File: src/rtl/breakout_pkg.sv
// -----------------------------------------------------------------------------
// breakout_pkg
// Shared definitions for the breakout display path: screen geometry, the
// VGA adapter's coordinate/colour widths and the draw-state encoding used by
// the sprite renderers.
// -----------------------------------------------------------------------------
package breakout_pkg;

    localparam int SCREEN_W = 160;
    localparam int SCREEN_H = 120;
    localparam int X_W      = 8;
    localparam int Y_W      = 7;
    localparam int COLOUR_W = 3;

    typedef enum logic [1:0] {
        IDLE   = 2'd0,
        ERASE  = 2'd1,
        DRAW   = 2'd2,
        FINISH = 2'd3
    } draw_state_t;

endpackage

File: src/rtl/rect_scanner.sv
// -----------------------------------------------------------------------------
// rect_scanner
// Walks a SIZE x SIZE square in raster order (column inner, row outer), one
// pixel per clock, and presents the absolute pixel address combinationally.
// Shared by every rectangle renderer (ball, paddle, bricks).
//
// Ports:
//   clk, resetn  clock, asynchronous active-low reset
//   start        issue pixel (0,0) of a new scan this cycle
//   base_x/y     top-left corner of the square being scanned
//   px, py       address of the pixel issued this cycle (9/8 bits, no wrap)
//   in_bounds    issued pixel lies on screen (px < X_MAX, py < Y_MAX)
//   last         issued pixel is the final one of the square
//   valid        a pixel is issued this cycle (start, or scan in progress)
//
// SIZE must be 1..8; the counters are 3 bits wide.
// -----------------------------------------------------------------------------
module rect_scanner
    import breakout_pkg::*;
#(
    parameter int SIZE  = 2,
    parameter int X_MAX = SCREEN_W,
    parameter int Y_MAX = SCREEN_H
) (
    input  logic           clk,
    input  logic           resetn,
    input  logic           start,
    input  logic [X_W-1:0] base_x,
    input  logic [Y_W-1:0] base_y,
    output logic [X_W:0]   px,
    output logic [Y_W:0]   py,
    output logic           in_bounds,
    output logic           last,
    output logic           valid
);

    localparam logic [2:0]   LAST_C = 3'(SIZE - 1);
    localparam logic [X_W:0] X_LIM  = (X_W + 1)'(X_MAX);
    localparam logic [Y_W:0] Y_LIM  = (Y_W + 1)'(Y_MAX);

    logic [2:0] cx, cy;
    logic [2:0] cur_cx, cur_cy;
    logic       active;

    // start overrides the counters so pixel (0,0) is issued in the same
    // cycle the scan is requested.
    always_comb begin
        cur_cx    = start ? 3'd0 : cx;
        cur_cy    = start ? 3'd0 : cy;
        valid     = start | active;
        last      = (cur_cx == LAST_C) && (cur_cy == LAST_C);
        px        = {1'b0, base_x} + {{(X_W - 2){1'b0}}, cur_cx};
        py        = {1'b0, base_y} + {{(Y_W - 2){1'b0}}, cur_cy};
        in_bounds = (px < X_LIM) && (py < Y_LIM);
    end

    always_ff @(posedge clk or negedge resetn) begin
        if (!resetn) begin
            cx     <= 3'd0;
            cy     <= 3'd0;
            active <= 1'b0;
        end else if (valid) begin
            if (last) begin
                cx     <= 3'd0;
                cy     <= 3'd0;
                active <= 1'b0;
            end else begin
                active <= 1'b1;
                if (cur_cx == LAST_C) begin
                    cx <= 3'd0;
                    cy <= cur_cy + 3'd1;
                end else begin
                    cx <= cur_cx + 3'd1;
                    cy <= cur_cy;
                end
            end
        end
    end

endmodule

File: src/rtl/ball_draw.sv
// -----------------------------------------------------------------------------
// ball_draw
// Ball renderer: accepts a new ball position, erases the sprite at the old
// position with BG_COLOUR, then draws a SIZE x SIZE square of BALL_COLOUR at
// the new position, one pixel per clock into the VGA adapter plot port.
//
// Configuration macro BALL_DRAW_ERASE_EN: when defined, the ERASE pass and the
// old-position registers exist. When undefined, every update draws directly
// and the ball leaves a trail.
//
// Ports:
//   clk, resetn     clock, asynchronous active-low reset
//   upd_valid       new position offered
//   upd_x, upd_y    new top-left position
//   upd_ready       high only in IDLE
//   vga_x, vga_y    registered pixel address (low bits of the scan address)
//   vga_colour      registered pixel colour
//   vga_plot        registered write strobe, low for clipped pixels
//   done            one-cycle pulse in FINISH
//   dbg_state       current FSM state
//
// Handshake: a transfer happens on a rising edge where upd_valid && upd_ready;
// upd_ready is a decode of the state register only, so it never depends on
// upd_valid. Offered data outside IDLE is ignored.
// -----------------------------------------------------------------------------
module ball_draw
    import breakout_pkg::*;
#(
    parameter int                  SIZE        = 2,
    parameter logic [COLOUR_W-1:0] BALL_COLOUR = 3'b111,
    parameter logic [COLOUR_W-1:0] BG_COLOUR   = 3'b000,
    parameter int                  X_MAX       = 160,
    parameter int                  Y_MAX       = 120
) (
    input  logic                clk,
    input  logic                resetn,
    input  logic                upd_valid,
    input  logic [X_W-1:0]      upd_x,
    input  logic [Y_W-1:0]      upd_y,
    output logic                upd_ready,
    output logic [X_W-1:0]      vga_x,
    output logic [Y_W-1:0]      vga_y,
    output logic [COLOUR_W-1:0] vga_colour,
    output logic                vga_plot,
    output logic                done,
    output draw_state_t         dbg_state
);

    draw_state_t         state;
    logic [X_W-1:0]      new_x;
    logic [Y_W-1:0]      new_y;
    logic                out_last;   // the pixel now on vga_* is the last of its pass
    logic                transfer;
    logic                start;
    logic                issue_erase;
    logic [COLOUR_W-1:0] issue_colour;
    logic [X_W-1:0]      base_x;
    logic [Y_W-1:0]      base_y;

    logic [X_W:0]        scan_px;
    logic [Y_W:0]        scan_py;
    logic                scan_in_bounds;
    logic                scan_last;
    logic                scan_valid;

`ifdef BALL_DRAW_ERASE_EN
    logic [X_W-1:0]      old_x;
    logic [Y_W-1:0]      old_y;
    logic                old_valid;
`endif

    assign upd_ready = (state == IDLE);
    assign dbg_state = state;
    assign transfer  = upd_valid && upd_ready;

    // The scanner issues one pixel ahead of the registered outputs, so the
    // base/colour selection describes the pixel being issued, not the state
    // currently displayed. On the transfer cycle the new position is taken
    // straight from the inputs; it is latched at the same edge.
    always_comb begin
        issue_erase = 1'b0;
        base_x      = new_x;
        base_y      = new_y;
        if (state == IDLE) begin
            base_x = upd_x;
            base_y = upd_y;
        end
`ifdef BALL_DRAW_ERASE_EN
        if (((state == IDLE) && old_valid) || ((state == ERASE) && !out_last)) begin
            issue_erase = 1'b1;
            base_x      = old_x;
            base_y      = old_y;
        end
`endif
        // The second scan starts while the last erase pixel is on the outputs,
        // so DRAW follows ERASE with no gap.
        start        = transfer || ((state == ERASE) && out_last);
        issue_colour = issue_erase ? BG_COLOUR : BALL_COLOUR;
    end

    rect_scanner #(
        .SIZE  (SIZE),
        .X_MAX (X_MAX),
        .Y_MAX (Y_MAX)
    ) u_scanner (
        .clk       (clk),
        .resetn    (resetn),
        .start     (start),
        .base_x    (base_x),
        .base_y    (base_y),
        .px        (scan_px),
        .py        (scan_py),
        .in_bounds (scan_in_bounds),
        .last      (scan_last),
        .valid     (scan_valid)
    );

    // Top address bits only feed the clipping compare inside the scanner.
    logic unused_scan_msbs;
    assign unused_scan_msbs = &{1'b0, scan_px[X_W], scan_py[Y_W]};

    always_ff @(posedge clk or negedge resetn) begin
        if (!resetn) begin
            state      <= IDLE;
            new_x      <= '0;
            new_y      <= '0;
            vga_x      <= '0;
            vga_y      <= '0;
            vga_colour <= '0;
            vga_plot   <= 1'b0;
            done       <= 1'b0;
            out_last   <= 1'b0;
`ifdef BALL_DRAW_ERASE_EN
            old_x      <= '0;
            old_y      <= '0;
            old_valid  <= 1'b0;
`endif
        end else begin
            vga_plot <= scan_valid && scan_in_bounds;
            out_last <= scan_valid && scan_last;
            done     <= 1'b0;
            if (scan_valid) begin
                vga_x      <= scan_px[X_W-1:0];
                vga_y      <= scan_py[Y_W-1:0];
                vga_colour <= issue_colour;
            end

            case (state)
                IDLE: begin
                    if (transfer) begin
                        new_x <= upd_x;
                        new_y <= upd_y;
`ifdef BALL_DRAW_ERASE_EN
                        state <= old_valid ? ERASE : DRAW;
`else
                        state <= DRAW;
`endif
                    end
                end
                ERASE: begin
                    if (out_last) state <= DRAW;
                end
                DRAW: begin
                    if (out_last) begin
                        state <= FINISH;
                        done  <= 1'b1;
                    end
                end
                FINISH: begin
                    state <= IDLE;
`ifdef BALL_DRAW_ERASE_EN
                    old_x     <= new_x;
                    old_y     <= new_y;
                    old_valid <= 1'b1;
`endif
                end
                default: state <= IDLE;
            endcase
        end
    end

endmodule

File: config.mk
export PLATFORM = sky130hd
export DESIGN_NAME = ball_draw
export DESIGN_NICKNAME = d
export VERILOG_FILES = /design/src/rtl/breakout_pkg.sv /design/src/rtl/rect_scanner.sv /design/src/rtl/ball_draw.sv
export SDC_FILE = /design/constraint.sdc
export NUM_CORES = 1
export LEC_CHECK = 0
export CAP_MARGIN = 20
export CORE_UTILIZATION = 43
export DETAILED_ROUTE_END_ITERATION = 10
export DONT_BUFFER_PORTS = 1
export MAX_ROUTING_LAYER = met4
export PLACE_DENSITY = 0.64
export SKIP_CTS_REPAIR_TIMING = 1
export SLEW_MARGIN = 20
export SYNTH_ARGS = -nofsm -noshare
export SYNTH_HDL_FRONTEND = slang
export SYNTH_SLANG_ARGS = --single-unit
File: constraint.sdc
create_clock -name clk -period 6.37 [get_ports clk]
set_input_delay 1.274 -clock clk [delete_from_list [all_inputs] [get_ports clk]]
set_output_delay 1.274 -clock clk [all_outputs]
set_load 0.03 [all_outputs]
==> impl_metrics.env, run 1 <==
export IMPL_setup_viol=0
export IMPL_synth_top_cells_by_area="dfrtp_1 43%, nand2_1 6.5%, mux2_2 6.3%, mux2i_1 4.0%, xnor2_1 3.5%"
export IMPL_die_y_um=78.19
export IMPL_worstSkewPairLatency_ns=0.30
export IMPL_placed_cell_area_um2=2511
export IMPL_crit_path_end_kind="register"
export IMPL_ant_nets=0
export IMPL_final_cell_mix="43 x nand2_1, 43 x dfrtp_1, 18 x nor2_1"
export IMPL_grt_max_degree=44
export IMPL_grt_overflow=0
export IMPL_holdWs_ns=0.5110
export IMPL_synth_warnings=0
export IMPL_syn_area_per_cell_um2=9.564
export IMPL_finalHoldViolCount=0
export IMPL_place_hpwl_um=3855
export IMPL_drive_gt1_frac=0.1137
export IMPL_grt_pass1_vias=1696
export IMPL_synth_seq_cells=43
export IMPL_syn_inst=261
export IMPL_place_congestion=0.8999
export IMPL_cp_required_ns=6.52
export IMPL_cts_tree="built"
export IMPL_cap_violations=0
export IMPL_skew_ns=0.006430
export IMPL_drv_slew=0
export IMPL_n_fill_cell=519
export IMPL_async_flop_share=1.000
export IMPL_crit_type="register to register"
export IMPL_clk_pin_slew_ns=0.08
export IMPL_period_share=0.6136
export IMPL_synth_nets=285
export IMPL_worst_setup_path_start_kind="register"
export IMPL_clock_fmax_mhz=255.8
export IMPL_num_vias=1790
export IMPL_grt_pass1_wl_um=8625
export IMPL_worstPathArrival_ns=4.06
export IMPL_area_delta_synth_final_pct=5.313
export IMPL_ios=41
export IMPL_diodes=0
export IMPL_start_util=0.4505
export IMPL_antenna_found_initial=0
export IMPL_design_area_um2=2629
export IMPL_pre_cts_slack_ns=2.534
export IMPL_dr_pass1_iters=4
export IMPL_cts_root_buf="clkbuf_8"
export IMPL_powerDensity_nw_per_um2=557.0
export IMPL_rsz0062_at_grt="false"
export IMPL_path_max_fanout=20
export IMPL_relSlewSlack=0.4536
export IMPL_synth_distinct_cells=49
export IMPL_hold_class="register to register"
export IMPL_regToRegStartpoint="dbg_state[1]"
export IMPL_final_nets=278
export IMPL_vias_per_cell=5.474
export IMPL_synth_edf_count=0
export IMPL_r2r_cells=11
export IMPL_drt_initial_drc_count=126
export IMPL_leakagePower_nw=1.186
export IMPL_status="complete, no violations"
export IMPL_coreArea_um2=5540
export IMPL_design_die_area_um2=6114
export IMPL_clkSinkCount=43
export IMPL_avgRoutedWirePerCell_um=15.92
export IMPL_synth_top_area_frac=0.4311
export IMPL_drc=0
export IMPL_rrSetupSlack_ns=2.46
export IMPL_synth_top_area_cell="dfrtp_1"
export IMPL_grt_use_total=0.1869
export IMPL_fin_ws_ns=2.461
export IMPL_ys_seq_area_frac=0.4311
export IMPL_fin_util=0.4745
export IMPL_crit_start="dbg_state[1]"
export IMPL_synthesis_area_um2=2496
export IMPL_clockBufferDepth=2
export IMPL_synth_ff_type="dfrtp_1"
export IMPL_wl_um=5206
export IMPL_crit_path_end="vga_plot"
export IMPL_port_buffers=0
export IMPL_h_tree_depth=2
export IMPL_ir_worst_vdd_mv=0.1652
export IMPL_cts_buffers_inserted=5
export IMPL_r2r_end="vga_plot"
export IMPL_placementRows=27
export IMPL_fin_crit_ns=3.909
export IMPL_setup_tns_final_ns=0
export IMPL_die_x_um=78.19
export IMPL_worstMarginPinSlew_ns=0.8196
## state kept, by name, summed over array words and instances, names as in the netlist, 2 cells and up
name          count
new_x             8
vga_y             7
u_scanner.cy      3
vga_x             8
dbg_state         2
new_y             7
u_scanner.cx      3
## final cells by class
| cell class | count | area (um2) | share of cell area |
|---|---|---|---|
| multi-input cells | 195 | 1311 | 0.4988 |
| flip-flops and latches | 43 | 1076 | 0.4093 |
| well taps | 72 | 90.09 | 0.03427 |
| clock buffers | 6 | 82.58 | 0.03141 |
| clock inverters | 2 | 35.03 | 0.01333 |
| inverters | 9 | 33.78 | 0.01285 |
## cell families (layout without fill, tap and decap cells)
| logic type | count (synthesis) | count (layout) | synth area share |
|---|---|---|---|
| buffers and inverters | 23 | 17 | 0.04361 |
| xor gates and xnor gates | 16 | 16 | 0.05614 |
| adders and majority gates | 6 | 6 | 0.03007 |
| muxes | 25 | 25 | 0.1093 |
| DFF | 43 | 43 | 0.4311 |
| and+or+nand+nor | 98 | 98 | 0.1890 |
| AOI/OAI and AO/OA | 50 | 50 | 0.1409 |
## through the flow
stage,cells,total power (W)
after floorplan,261,0.001124
after global placement,319,0.001238
after detailed placement,319,0.001244
after CTS,327,0.001473
after global routing,327,0.001580
final,327,0.001464
## per-layer routing
| layer | vias up | track usage | part of all wire |
|---|---|---|---|
| li1 | 896 | - | - |
| met2 | 43 | 0.2596 | 0.42 |
| met5 | - | - | 0 |
| met4 | 0 | 0.05370 | 0.011 |
| met1 | 845 | 0.2572 | 0.50 |
| met3 | 6 | 0.06395 | 0.066 |
## worst max-delay path, stage by stage, from the launching register on
cell and delay [ns]:
dfrtp_1 0.71, or2_1 0.70, inv_1 0.56, nand2_1 0.20, nand2_1 0.07, ha_1 0.21, ha_1 0.20, a21o_1 0.20
a21oi_1 0.26, mux2i_1 0.14, a2111oi_2 0.42, a2111oi_2 0.08
## where the power goes
group	internal (W)	switching (W)
Sequential	0.000394	0.000219
Combinational	0.000276	0.000356
Clock	0.000127	0.0000929
## cells in the mapped netlist, types with 2 or more instances
| master | n |
|---|---|
| dfrtp_1 | 43 |
| nand2_1 | 43 |
| nor2_1 | 18 |
| a21oi_1 | 16 |
| mux2_2 | 14 |
| mux2i_1 | 10 |
| xnor2_1 | 10 |
| inv_1 | 9 |
| o21ai_0 | 8 |
| a31oi_1 | 7 |
| and2_1 | 7 |
| ha_1 | 6 |
| xor2_1 | 6 |
| clkbuf_1 | 5 |
| nand3_1 | 5 |
| nor3b_1 | 4 |
| buf_2 | 3 |
| buf_4 | 3 |
| nor3_1 | 3 |
| or3_1 | 3 |
| a2111oi_2 | 2 |
| a21o_1 | 2 |
| buf_1 | 2 |
| nand3b_1 | 2 |
| nor2b_1 | 2 |
| nor4_1 | 2 |
| o211ai_1 | 2 |
| o22ai_1 | 2 |
| or2_1 | 2 |
## how the worst min path moves through the flow
| stage | startpoint | cells after the start | end |
|---|---|---|---|
| after CTS | new_x[0] | 1 | new_x[0] |
| after detailed placement | new_x[0] | 1 | new_x[0] |
| after floorplan | out_last | 1 | dbg_state[0] |
| after global routing | new_x[1] | 1 | new_x[1] |
| after global placement | new_y[1] | 1 | new_y[1] |
| final | new_y[1] | 1 | new_y[1] |
Note: power is estimated with default switching activity, not from simulation.
==> run 2, diff against run 1 <==
clock period = 3.7 ns   (was 6.37 ns; I/O delays follow)
==> run 2 against run 1 <==
Non-clock buffer count grew 5. Final cell count grew 1.5%. Global-route usage grew 0.80 points. Die area is the same. Sequential power grew 70%. First-iteration DRC count grew 11%. Register-to-register slack lost 1.7 ns. Critical path type unchanged. Critical endpoint unchanged.
==> impl_metrics.env, run 2 (synthesized netlist as in run 1, its figures left out) <==
export IMPL_status="complete, no violations"
export IMPL_grt_max_degree=44
export IMPL_placementRows=27
export IMPL_coreArea_um2=5540
export IMPL_setup_viol=0
export IMPL_area_delta_synth_final_pct=6.115
export IMPL_clkPwrFrac=0.130
export IMPL_combPwrFrac=0.459
export IMPL_grt_overflow=0
export IMPL_path_cells="buf_4 > or2_1 > inv_1 > nand2_1 > nand2_1 > ha_1 > ha_1 > a21o_1 > a21oi_1 > mux2i_1 > a2111oi_2 > a2111oi_2"
export IMPL_antenna_found_initial=0
export IMPL_worstPathArrival_ns=3.10
export IMPL_avgRoutedWirePerCell_um=16.01
export IMPL_place_hpwl_um=3959
export IMPL_cp_required_ns=3.86
export IMPL_design_die_area_um2=6114
export IMPL_final_nets=283
export IMPL_worstSkewPairLatency_ns=0.30
export IMPL_hold_class="input pin to asynchronous set/reset pin"
export IMPL_design_area_um2=2649
export IMPL_period_share=0.7943
export IMPL_wl_met2_um=2334
export IMPL_ir_worst_vdd_mv=0.3780
export IMPL_rsz0062_at_grt="false"
export IMPL_drc=0
export IMPL_cts_root_buf="clkbuf_8"
export IMPL_ios=41
export IMPL_fin_crit_ns=2.939
export IMPL_clkSinkCount=43
export IMPL_path_max_fanout=9
export IMPL_die_y_um=78.19
export IMPL_wirelength_met1_um=2553
export IMPL_dr_pass1_iters=4
export IMPL_drt_initial_drc_count=140
export IMPL_placed_cell_area_um2=2549
export IMPL_crit_type="register to register"
export IMPL_slowest_delay_ns=0.46
export IMPL_highest_layer="met4"
export IMPL_cp_slowest_cell="dfrtp_1"
export IMPL_grt_pass1_wl_um=8928
export IMPL_grt_pass1_vias=1775
export IMPL_port_buffers=0
export IMPL_leakagePower_nw=1.200
export IMPL_setup_tns_final_ns=0
export IMPL_drv_slew=0
export IMPL_path_buf_inv=2
export IMPL_ant_nets=0
export IMPL_relSlewSlack=0.4492
export IMPL_finalHoldViolCount=0
export IMPL_cap_violations=0
export IMPL_crit_family="compound AO/OA/AOI/OAI gates"
export IMPL_power_switching_w=0.001173
export IMPL_grt_use_total=0.1949
export IMPL_intPower_w=0.001353
export IMPL_worst_setup_path_start_kind="register"
export IMPL_p_total_w=0.002526
export IMPL_pwr_share_seq=0.411
export IMPL_clock_fmax_mhz=340.3
export IMPL_vias_per_cell=5.524
export IMPL_drive_gt1_frac=0.1269
export IMPL_cts_buffers_inserted=5
export IMPL_skew_ns=0.006458
export IMPL_dr_wl_met3_um=377
export IMPL_clk_pin_slew_ns=0.08
export IMPL_h_tree_depth=2
export IMPL_fin_util=0.4781
export IMPL_cts_tree="built"
export IMPL_diodes=0
export IMPL_start_util=0.4505
export IMPL_powerDensity_nw_per_um2=953.5
export IMPL_num_vias=1834
export IMPL_final_cell_mix="43 x nand2_1, 43 x dfrtp_1, 18 x nor2_1"
export IMPL_place_congestion=0.9020
export IMPL_die_x_um=78.19
export IMPL_worstMarginPinSlew_ns=0.8262
export IMPL_clockBufferDepth=2
export IMPL_crit_path_end_kind="register"
export IMPL_wl_um=5315
export IMPL_switching_share=0.4644
export IMPL_top_regs="new_x (8), vga_x (8)"
run 2: worst paths after layout:
| kind | from | end | slack [ns] | cells after the start |
|---|---|---|---|---|
| min in group clk | new_x[2] | new_x[2] | 0.51 | 1 |
| worst max register to register | dbg_state[0] | vga_plot | 0.76 | 12 |
| worst max-delay path | dbg_state[0] | vga_plot | 0.76 | 12 |
| max in group asynchronous | resetn | new_x[1] | 3.46 | 0 |
| worst min register to register | new_x[2] | new_x[2] | 0.51 | 1 |
| worst min-delay path | resetn | vga_x[3] | 0.13 | 0 |
run 2: final cells by class:
cell class	instances	area, um2
clock buffers	8	100.1
fillers	535	2892
inverters	9	33.78
multi-input cells	195	1311
flip-flops and latches	43	1076
well taps	72	90.09
repair buffers	5	37.54
run 2: routing by layer:
| layer | vias up | GRT usage |
|---|---|---|
| met5 | - | - |
| met4 | 0 | 0.07778 |
| met3 | 4 | 0.04186 |
| met2 | 60 | 0.2763 |
| met1 | 865 | 0.2708 |
| li1 | 905 | - |
run 2: power groups by stage:
| stage | Clock [W] | Combinational, W | Sequential (W) |
|---|---|---|---|
| 5_1_grt | 0.000362 | 0.00131 | 0.00107 |
| 2_1_floorplan | 0 | 0.000946 | 0.000988 |
| 4_1_cts | 0.000340 | 0.00116 | 0.00104 |
| 3_5_place_dp | 0 | 0.00115 | 0.00105 |
| 3_3_place_gp | 0 | 0.00113 | 0.00104 |
| 6_report | 0.000329 | 0.00116 | 0.00104 |
run 2: stage by stage:
step	instances	hold slack (ns)	setup WS, ns
2_1_floorplan	261	0.4444	0.5613
3_3_place_gp	324	0.4457	0.6971
3_5_place_dp	324	0.4452	0.6412
4_1_cts	332	0.1182	0.7395
5_1_grt	332	0.1098	0.5093
6_report	332	0.1302	0.7610
